## config.mk

```make
export PLATFORM = sky130hd
export DESIGN_NAME = reg_file_2r1w_flat
export DESIGN_NICKNAME = d
export VERILOG_FILES = /design/src/rtl/reg_file_if.sv /design/src/rtl/reg_file_2r1w.sv /design/src/flat_wrapper.sv
export SDC_FILE = /design/constraint.sdc
export NUM_CORES = 1
export LEC_CHECK = 0
export CORE_MARGIN = 8
export CORE_UTILIZATION = 60
export CTS_BUF_LIST = sky130_fd_sc_hd__clkbuf_4 sky130_fd_sc_hd__clkbuf_8 sky130_fd_sc_hd__clkbuf_16
export DETAILED_ROUTE_END_ITERATION = 16
export GPL_ROUTABILITY_DRIVEN = 0
export MAX_ROUTING_LAYER = met4
export PLACE_DENSITY = 0.92
export SLEW_MARGIN = 20
export SYNTH_ARGS = -nofsm -noshare
export SYNTH_HDL_FRONTEND = slang
export SYNTH_SLANG_ARGS = --single-unit
```

## constraint.sdc

```tcl
create_clock -name clk -period 5.39 [get_ports clk]
set_input_delay 1.078 -clock clk [delete_from_list [all_inputs] [get_ports clk]]
set_output_delay 1.078 -clock clk [all_outputs]
set_load 0.05 [all_outputs]
```

## src/rtl/reg_file_if.sv

```systemverilog
`default_nettype none
// ============================================================================
// Module   : reg_file_if
// Purpose  : Write/read/clear bus of the 2-read 1-write register file.
// Revision : 1.0  initial release
// ============================================================================
interface reg_file_if #(
    parameter int WIDTH = 8,
    parameter int DEPTH = 16
);
    localparam int AW = $clog2(DEPTH);

    logic             we;
    logic [AW-1:0]    waddr;
    logic [WIDTH-1:0] wdata;
    logic [AW-1:0]    raddr_a;
    logic [WIDTH-1:0] rdata_a;
    logic [AW-1:0]    raddr_b;
    logic [WIDTH-1:0] rdata_b;
    logic             clr_start;
    logic             clr_busy;
    logic             clr_done;

    modport master (
        output we, waddr, wdata, raddr_a, raddr_b, clr_start,
        input  rdata_a, rdata_b, clr_busy, clr_done
    );

    modport slave (
        input  we, waddr, wdata, raddr_a, raddr_b, clr_start,
        output rdata_a, rdata_b, clr_busy, clr_done
    );
endinterface
`default_nettype wire

```

## src/rtl/reg_file_2r1w.sv

```systemverilog
`default_nettype none
// ============================================================================
// Module   : reg_file_2r1w
// Purpose  : DEPTH x WIDTH register file, 1 write / 2 combinational read ports,
//            optional write-to-read bypass and a sequenced bulk-clear engine.
// Revision : 1.0  initial release
// ============================================================================
module reg_file_2r1w #(
    parameter int               WIDTH     = 8,
    parameter int               DEPTH     = 16,
    parameter bit               BYPASS    = 1'b1,
    parameter logic [WIDTH-1:0] RESET_VAL = '0
) (
    input  logic      clk,
    input  logic      rst,
    reg_file_if.slave bus
);
    localparam int            AW      = $clog2(DEPTH);
    localparam logic [AW:0]   c_DEPTH = (AW+1)'(DEPTH);
    localparam logic [AW-1:0] c_LAST  = AW'(DEPTH - 1);

    typedef enum logic [1:0] {
        ST_IDLE  = 2'b00,
        ST_CLEAR = 2'b01,
        ST_DONE  = 2'b10
    } state_t;

    state_t           r_state;
    logic [AW-1:0]    r_idx;
    logic             r_busy;
    logic             r_done;
    logic [WIDTH-1:0] r_mem [DEPTH];

    logic             w_wr_en;
    logic [WIDTH-1:0] w_mem_a;
    logic [WIDTH-1:0] w_mem_b;

    // Gating with rst keeps the bypass path from leaking wdata while in reset.
    assign w_wr_en = bus.we && !r_busy && !rst && ({1'b0, bus.waddr} < c_DEPTH);

    always_ff @(posedge clk or posedge rst) begin
        if (rst) begin
            r_state <= ST_IDLE;
            r_idx   <= '0;
            r_busy  <= 1'b0;
            r_done  <= 1'b0;
        end else begin
            case (r_state)
                ST_IDLE: begin
                    if (bus.clr_start) begin
                        r_state <= ST_CLEAR;
                        r_idx   <= '0;
                        r_busy  <= 1'b1;
                    end
                end
                ST_CLEAR: begin
                    if (r_idx == c_LAST) begin
                        r_state <= ST_DONE;
                        r_done  <= 1'b1;
                    end else begin
                        r_idx <= r_idx + AW'(1);
                    end
                end
                ST_DONE: begin
                    r_state <= ST_IDLE;
                    r_idx   <= '0;
                    r_busy  <= 1'b0;
                    r_done  <= 1'b0;
                end
                default: begin
                    r_state <= ST_IDLE;
                    r_idx   <= '0;
                    r_busy  <= 1'b0;
                    r_done  <= 1'b0;
                end
            endcase
        end
    end

    always_ff @(posedge clk or posedge rst) begin
        if (rst) begin
            for (int i = 0; i < DEPTH; i++) begin
                r_mem[i] <= RESET_VAL;
            end
        end else if (r_state == ST_CLEAR) begin
            r_mem[r_idx] <= RESET_VAL;
        end else if (w_wr_en) begin
            r_mem[bus.waddr] <= bus.wdata;
        end
    end

    assign w_mem_a = ({1'b0, bus.raddr_a} < c_DEPTH) ? r_mem[bus.raddr_a] : '0;
    assign w_mem_b = ({1'b0, bus.raddr_b} < c_DEPTH) ? r_mem[bus.raddr_b] : '0;

    generate
        if (BYPASS) begin : g_bypass
            assign bus.rdata_a = (w_wr_en && (bus.waddr == bus.raddr_a)) ? bus.wdata : w_mem_a;
            assign bus.rdata_b = (w_wr_en && (bus.waddr == bus.raddr_b)) ? bus.wdata : w_mem_b;
        end else begin : g_no_bypass
            assign bus.rdata_a = w_mem_a;
            assign bus.rdata_b = w_mem_b;
        end
    endgenerate

    assign bus.clr_busy = r_busy;
    assign bus.clr_done = r_done;
endmodule
`default_nettype wire

```

## src/flat_wrapper.sv

```systemverilog
// flat-port wrapper written by rule: the top's interface ports become plain ports
module reg_file_2r1w_flat 
#(
    parameter int               WIDTH     = 8,
    parameter int               DEPTH     = 16,
    parameter bit               BYPASS    = 1'b1,
    parameter logic [WIDTH-1:0] RESET_VAL = '0
)
  (clk, rst, bus_we, bus_waddr, bus_wdata, bus_raddr_a, bus_raddr_b, bus_clr_start, bus_rdata_a, bus_rdata_b, bus_clr_busy, bus_clr_done);
  reg_file_if #(.WIDTH(WIDTH), .DEPTH(DEPTH)) bus_i ();
  input  logic clk;
  input  logic rst;
  input wire logic [$bits(bus_i.we)-1:0] bus_we;
  input wire logic [$bits(bus_i.waddr)-1:0] bus_waddr;
  input wire logic [$bits(bus_i.wdata)-1:0] bus_wdata;
  input wire logic [$bits(bus_i.raddr_a)-1:0] bus_raddr_a;
  input wire logic [$bits(bus_i.raddr_b)-1:0] bus_raddr_b;
  input wire logic [$bits(bus_i.clr_start)-1:0] bus_clr_start;
  output wire logic [$bits(bus_i.rdata_a)-1:0] bus_rdata_a;
  output wire logic [$bits(bus_i.rdata_b)-1:0] bus_rdata_b;
  output wire logic [$bits(bus_i.clr_busy)-1:0] bus_clr_busy;
  output wire logic [$bits(bus_i.clr_done)-1:0] bus_clr_done;
  assign bus_i.we = bus_we;
  assign bus_i.waddr = bus_waddr;
  assign bus_i.wdata = bus_wdata;
  assign bus_i.raddr_a = bus_raddr_a;
  assign bus_i.raddr_b = bus_raddr_b;
  assign bus_i.clr_start = bus_clr_start;
  assign bus_rdata_a = bus_i.rdata_a;
  assign bus_rdata_b = bus_i.rdata_b;
  assign bus_clr_busy = bus_i.clr_busy;
  assign bus_clr_done = bus_i.clr_done;
  reg_file_2r1w #(.WIDTH(WIDTH), .DEPTH(DEPTH), .BYPASS(BYPASS), .RESET_VAL(RESET_VAL)) u_core (.clk(clk), .rst(rst), .bus(bus_i));
endmodule
```

# --- Word-level counts from Yosys, hierarchy flattened ---
# Index checks and enable logic that the tools add are counted.
op_classes:
  addsub: 1
  n_lt_le_gt_ge: 6
  eq_ne: 7
  muxes: 25
  n_bitwise: 8
  n_reduce_logical: 14
ops:
  columns: ["op", "n"]
  rows:
  - ["128-bit 2-to-1 mux", 2]
  - ["128-bit bitwise AND", 1]
  - ["128-bit bitwise mux", 1]
  - ["128-bit inverter", 1]
  - ["8-bit binary-select mux with 4-bit select", 2]
  - ["8-bit demux with 4-bit select", 2]
  - ["8-bit 2-to-1 mux", 8]
  - ["5-bit greater-or-equal comparator, second input constant", 4]
  - ["4-bit inverter with 5-bit output", 4]
  - ["5-bit by 1-bit less-than comparator with 1-bit output, second input constant", 2]
  - ["4-bit equality test", 2]
  - ["4-bit 2-to-1 mux", 2]
  - ["4-bit case mux with 2 select lines", 1]
  - ["2-bit AND reduction", 4]
  - ["1-bit logical AND", 6]
  - ["4-bit by 1-bit adder with 4-bit output, second input constant", 1]
  - ["4-bit equality test, second input constant", 1]
  - ["2-bit 2-to-1 mux", 2]
  - ["2-bit != test, second input constant", 2]
  - ["1-bit case mux with 2 select lines", 2]
  - ["2-bit case mux with 2 select lines", 1]
  - ["2-bit by 1-bit equality test with 1-bit output, second input constant", 1]
  - ["1-bit zero test", 2]
  - ["2-bit zero test", 1]
  - ["4 further kinds", 6]
word_totals:
  reg_bits: 136
  inputBits: 24

# --- Logic depth before layout (Yosys ltp) ---
depth:
  depth_word: 8
  depth_mapped: 6
  ltp_nobuf: 6

# --- Worst setup path after synthesis ---
# OpenSTA, ideal clock, no wires.
synth_timing:
  path_type: "input port to output port"
  from: "input bus_waddr[3]"
  to: "output bus_rdata_b[0]"
  arrival_ns: 2.512
  path_slack_ns: 1.800
  stages: 5
  path_buffers: 1
  cell_sequence: "clkbuf_1 -> xnor2_1 -> nand3_1 -> nor3_2 -> mux2_2"
synth_between:
  elab_chain_cells: 3
synth_lines:
  columns: ["item", "line_no", "rtl"]
  rows:
  - ["start, declared", "flat_wrapper.sv:14", "input wire logic [$bits(bus_i.waddr)-1:0] bus_waddr;"]
  - ["4-bit equality test", "reg_file_2r1w.sv:98", "assign bus.rdata_b = (w_wr_en && (bus.waddr == bus.raddr_b)) ? bus.wdata : w_mem_b;"]
  - ["1-bit logical AND", "reg_file_2r1w.sv:98", null]
  - ["8-bit 2-to-1 mux", "reg_file_2r1w.sv:98", null]
  - ["end, declared", "flat_wrapper.sv:20", "output wire logic [$bits(bus_i.rdata_b)-1:0] bus_rdata_b;"]
# Every way passes these cells.

# --- Final worst setup path ---
layout_timing:
  from: "input bus_raddr_a[3]"
  to: "output bus_rdata_a[6]"
layout_between:
  elab_chain_cells: 5
  elab_cells_between_ends: 7
layout_lines:
  columns: ["item", "line_no", "rtl"]
  rows:
  - ["start, declared", "flat_wrapper.sv:16", "input wire logic [$bits(bus_i.raddr_a)-1:0] bus_raddr_a;"]
  - ["4-bit inverter with 5-bit output (not written as such)", "reg_file_2r1w.sv:92", "assign w_mem_a = ({1'b0, bus.raddr_a} < c_DEPTH) ? r_mem[bus.raddr_a] : '0;"]
  - ["8-bit binary-select mux with 4-bit select", "reg_file_2r1w.sv:92", null]
  - ["8-bit 2-to-1 mux (not written as such) (2 in a row)", "reg_file_2r1w.sv:92", null]
  - ["8-bit 2-to-1 mux (*)", "reg_file_2r1w.sv:97", "assign bus.rdata_a = (w_wr_en && (bus.waddr == bus.raddr_a)) ? bus.wdata : w_mem_a;"]
  - ["end, declared", "flat_wrapper.sv:19", "output wire logic [$bits(bus_i.rdata_a)-1:0] bus_rdata_a;"]
# Mark *: on every way between the ends. The rest lies on a longest branch, timed or not. The select of a mux whose other input is x is not followed.

==> impl_metrics.toml <==
[run_status]
status = "completed"

[global_route]
grt_max_degree = 82
antenna_found_initial = 0
grt_first_pass_wirelength_um = 38300
grt_pass1_vias = 6144
grt_overflow = 0
grt_util_all_layers_pct = 31.6

[worst_setup_path]
crit_chain = "clkdlybuf4s50_1 -> buf_4 -> mux4_1 -> mux2i_1 -> mux2i_1 -> mux2_2 -> buf_4"
end_kind = "output pin"
cp_max_fo = 16
path_class = "in2out"
cp.buffers_inverters = 3
critPathMaxStageDelay_ns = 1.02
crit_family = "buffers and inverters"
start_kind = "primary input"
cp.arrival_ns = 3.85
cp.required_ns = 4.31
slowest_stage = "clkdlybuf4s50_1"

[sta]
slew_headroom_pct = 29.6
finalSetupViolCount = 0
final.setup.worst_slack_ns = 0.457
setup-tns-final_ns = 0
fmax_mhz = 203
tightest_slew_ns = 1.06
drv_slew = 0
rsz0062_at_grt = "false"
period_share_pct = 91.5
period_minus_slack_ns = 4.93
hold_viol_final = 0
skew_ns = 0.00847

[synthesis]
synth-async-reset-ratio_pct = 100
netlist_top_cells_area = "dfrtp_1 (43%), mux4_1 (17%), a22o_1 (13%), mux2i_1 (6.0%), mux4_2 (3.4%)"
synth_xor_area_share_pct = 0.992
synth_top_area_share_pct = 42.8
netlist.top_cell.by_area = "dfrtp_1"
syn_area_per_cell_um2 = 13.8
synth-seq-area-share_pct = 42.8
syn_area_um2 = 7950
synth_cells = 574
synthMuxAreaShare_pct = 29.1
synth_commonest_cells = "dfrtp_1 (136), a22o_1 (120), mux4_1 (52)"
yosys.area_share.simple_pct = 6.50
synth_compound_area_share_pct = 15.8
synth_edf_count = 0
synth.distinct_cells = 43
yosys_warnings = 0
synth_most_common_cell = "dfrtp_1"
syn_nets = 603
synth_top_family_by_area = "multiplexers"
synth-seq-cells = 136
synthAdderAreaFrac_pct = 0.787
ys.flop_type = "dfrtp_1"

[clock_network]
root_buffer = "clkbuf_16"
cts_num_sinks = 136
clkTransAtPathRegs_ns = 0.06
clock_latency_ns = 0.43
post_cts.repair.setup_buffers = 0
clock_path_buffers = 2
cts_tree = "built"
cts_hold_buffers = 0
h-tree-depth = 4
cts_resized = 0
cts_inserted_buffers = 17

[die]
io_pins = 42
core_area_um2 = 13100
die_h_um = 131
dieArea_um2 = 17200
num_rows = 42
die_w_um = 131
initial_utilization_pct = 60.7

[power_and_ir_drop]
vdd_ir_drop_max_mv = 0.263
power_density_nw_per_um2 = 383
leakage_uw = 0.00423

[final_layout]
fin_area_um2 = 8930
antenna_cells = 0
drive_above_1_share_pct = 18.4
fillCellCount = 817
final_nets = 627
area_growth_pct = 12.4
seq_area_um2 = 3400
multiInputGateArea_um2 = 4220

[place]
io_buffers = 41
placedInstanceArea_um2 = 8330
dp_hpwl_um = 15600
preCtsSetupSlack_ns = 0.697

[drt]
firstDrtPassIters = 6
wl_per_cell_um = 31.6
vias = 6229
vias_per_cell = 7.92
antenna_left = 0
drt_iter0_drc = 1214
wl_um = 24900
post-route-drc-count = 0

[min_path]
hp-class = "reg2reg"

[job]
max-cap-violations = 0
metal layers:
metal  GRT usage [%]  wire length [µm]  part of all wire (%)
met4            17.4              1600                   6.4
met5               -                 0                     0
met2            45.7             11000                    44
met3            11.9              3620                    15
met1            37.7              8690                    35
logic make-up after synthesis:
group           after synthesis
flops                       136
buf+inv                      57
simple gates                 86
fa+ha+maj                     5
compound gates              152
mux                         129
xor+xnor                      9
sequential cells by signal (all words and copies together) (netlist names):
signal               count
u_core.r_idx             4
u_core.r_mem           128
u_core.r_state           2
u_core.bus.clr_done      1
u_core.bus.clr_busy      1
worst register-to-register path: cells and delay by family, from the launching register on:
family          cells  cell delay [ns]
simple gates        2             0.81
flops               1             0.60
compound gates      2             1.11
power by group:
group / internal [µW] / switching [µW]
sequential: 1170 / 181
combinational: 354 / 545
clock: 728 / 448
total: 2250 / 1170
metrics by stage:
step	hold slack (ns)	power (µW)	utilization, %	cells
after global placement	0.488	2140	63.7	755
final	0.519	3420	68.2	786
after CTS	0.514	3390	68.2	786
after global routing	0.524	3540	68.2	786
after floorplan	0.471	1930	-	574
after detailed placement	0.499	2200	63.7	755
worst paths after layout:
kind                                    from                  end  slack, ns  depth (start not counted)
setup / recovery              bus_raddr_a[3]       bus_rdata_a[6]       0.46                          7
hold / removal              u_core.r_mem[65]     u_core.r_mem[65]       0.52                          1
setup reg to reg           u_core.r_state[0]     u_core.r_mem[28]       2.80                          4
hold reg to reg             u_core.r_mem[65]     u_core.r_mem[65]       0.52                          1
max in group asynchronous                rst     u_core.r_mem[18]       3.09                          3
min in group asynchronous                rst  u_core.bus.clr_busy       1.30                          2
area by class of cell:
class | count | share of cell area (%)
Multi-Input combinational cell | 381 | 47.3
Sequential cell | 136 | 38.1
Clock buffer | 21 | 5.38
Timing Repair Buffer | 53 | 5.04
Tap cell | 176 | 2.47
Clock inverter | 10 | 1.33
Inverter | 9 | 0.406
layout by cell type, fill, tap and decap left out, types with 2 or more instances in the layout:
cell type	synthesis	final
mux4_2	12	12
nor2_4	4	4
and3_1	4	4
clkinvlp_4	0	3
mux2i_1	48	48
bufinv_16	0	2
a22o_1	120	120
inv_1	9	8
a21oi_1	13	13
buf_4	3	28
nand2b_1	3	3
xnor2_1	5	5
clkdlybuf4s50_1	0	23
o32a_1	2	2
or3_4	3	3
nor3b_2	3	3
o21ai_0	10	10
nand3_1	13	13
clkbuf_16	0	17
nor2_2	6	6
nor2b_1	2	2
xor2_1	4	4
clkinv_2	0	2
nor3_1	5	5
nor3_2	2	2
mux4_1	52	52
ha_1	5	5
dfrtp_1	136	136
clkbuf_8	1	4
clkinv_4	0	2
buf_2	7	2
nor2_1	21	21
a32oi_1	3	3
nand3b_1	5	5
nand2_1	10	10
mux2_2	17	17
Power figures use the tool's default switching activity.
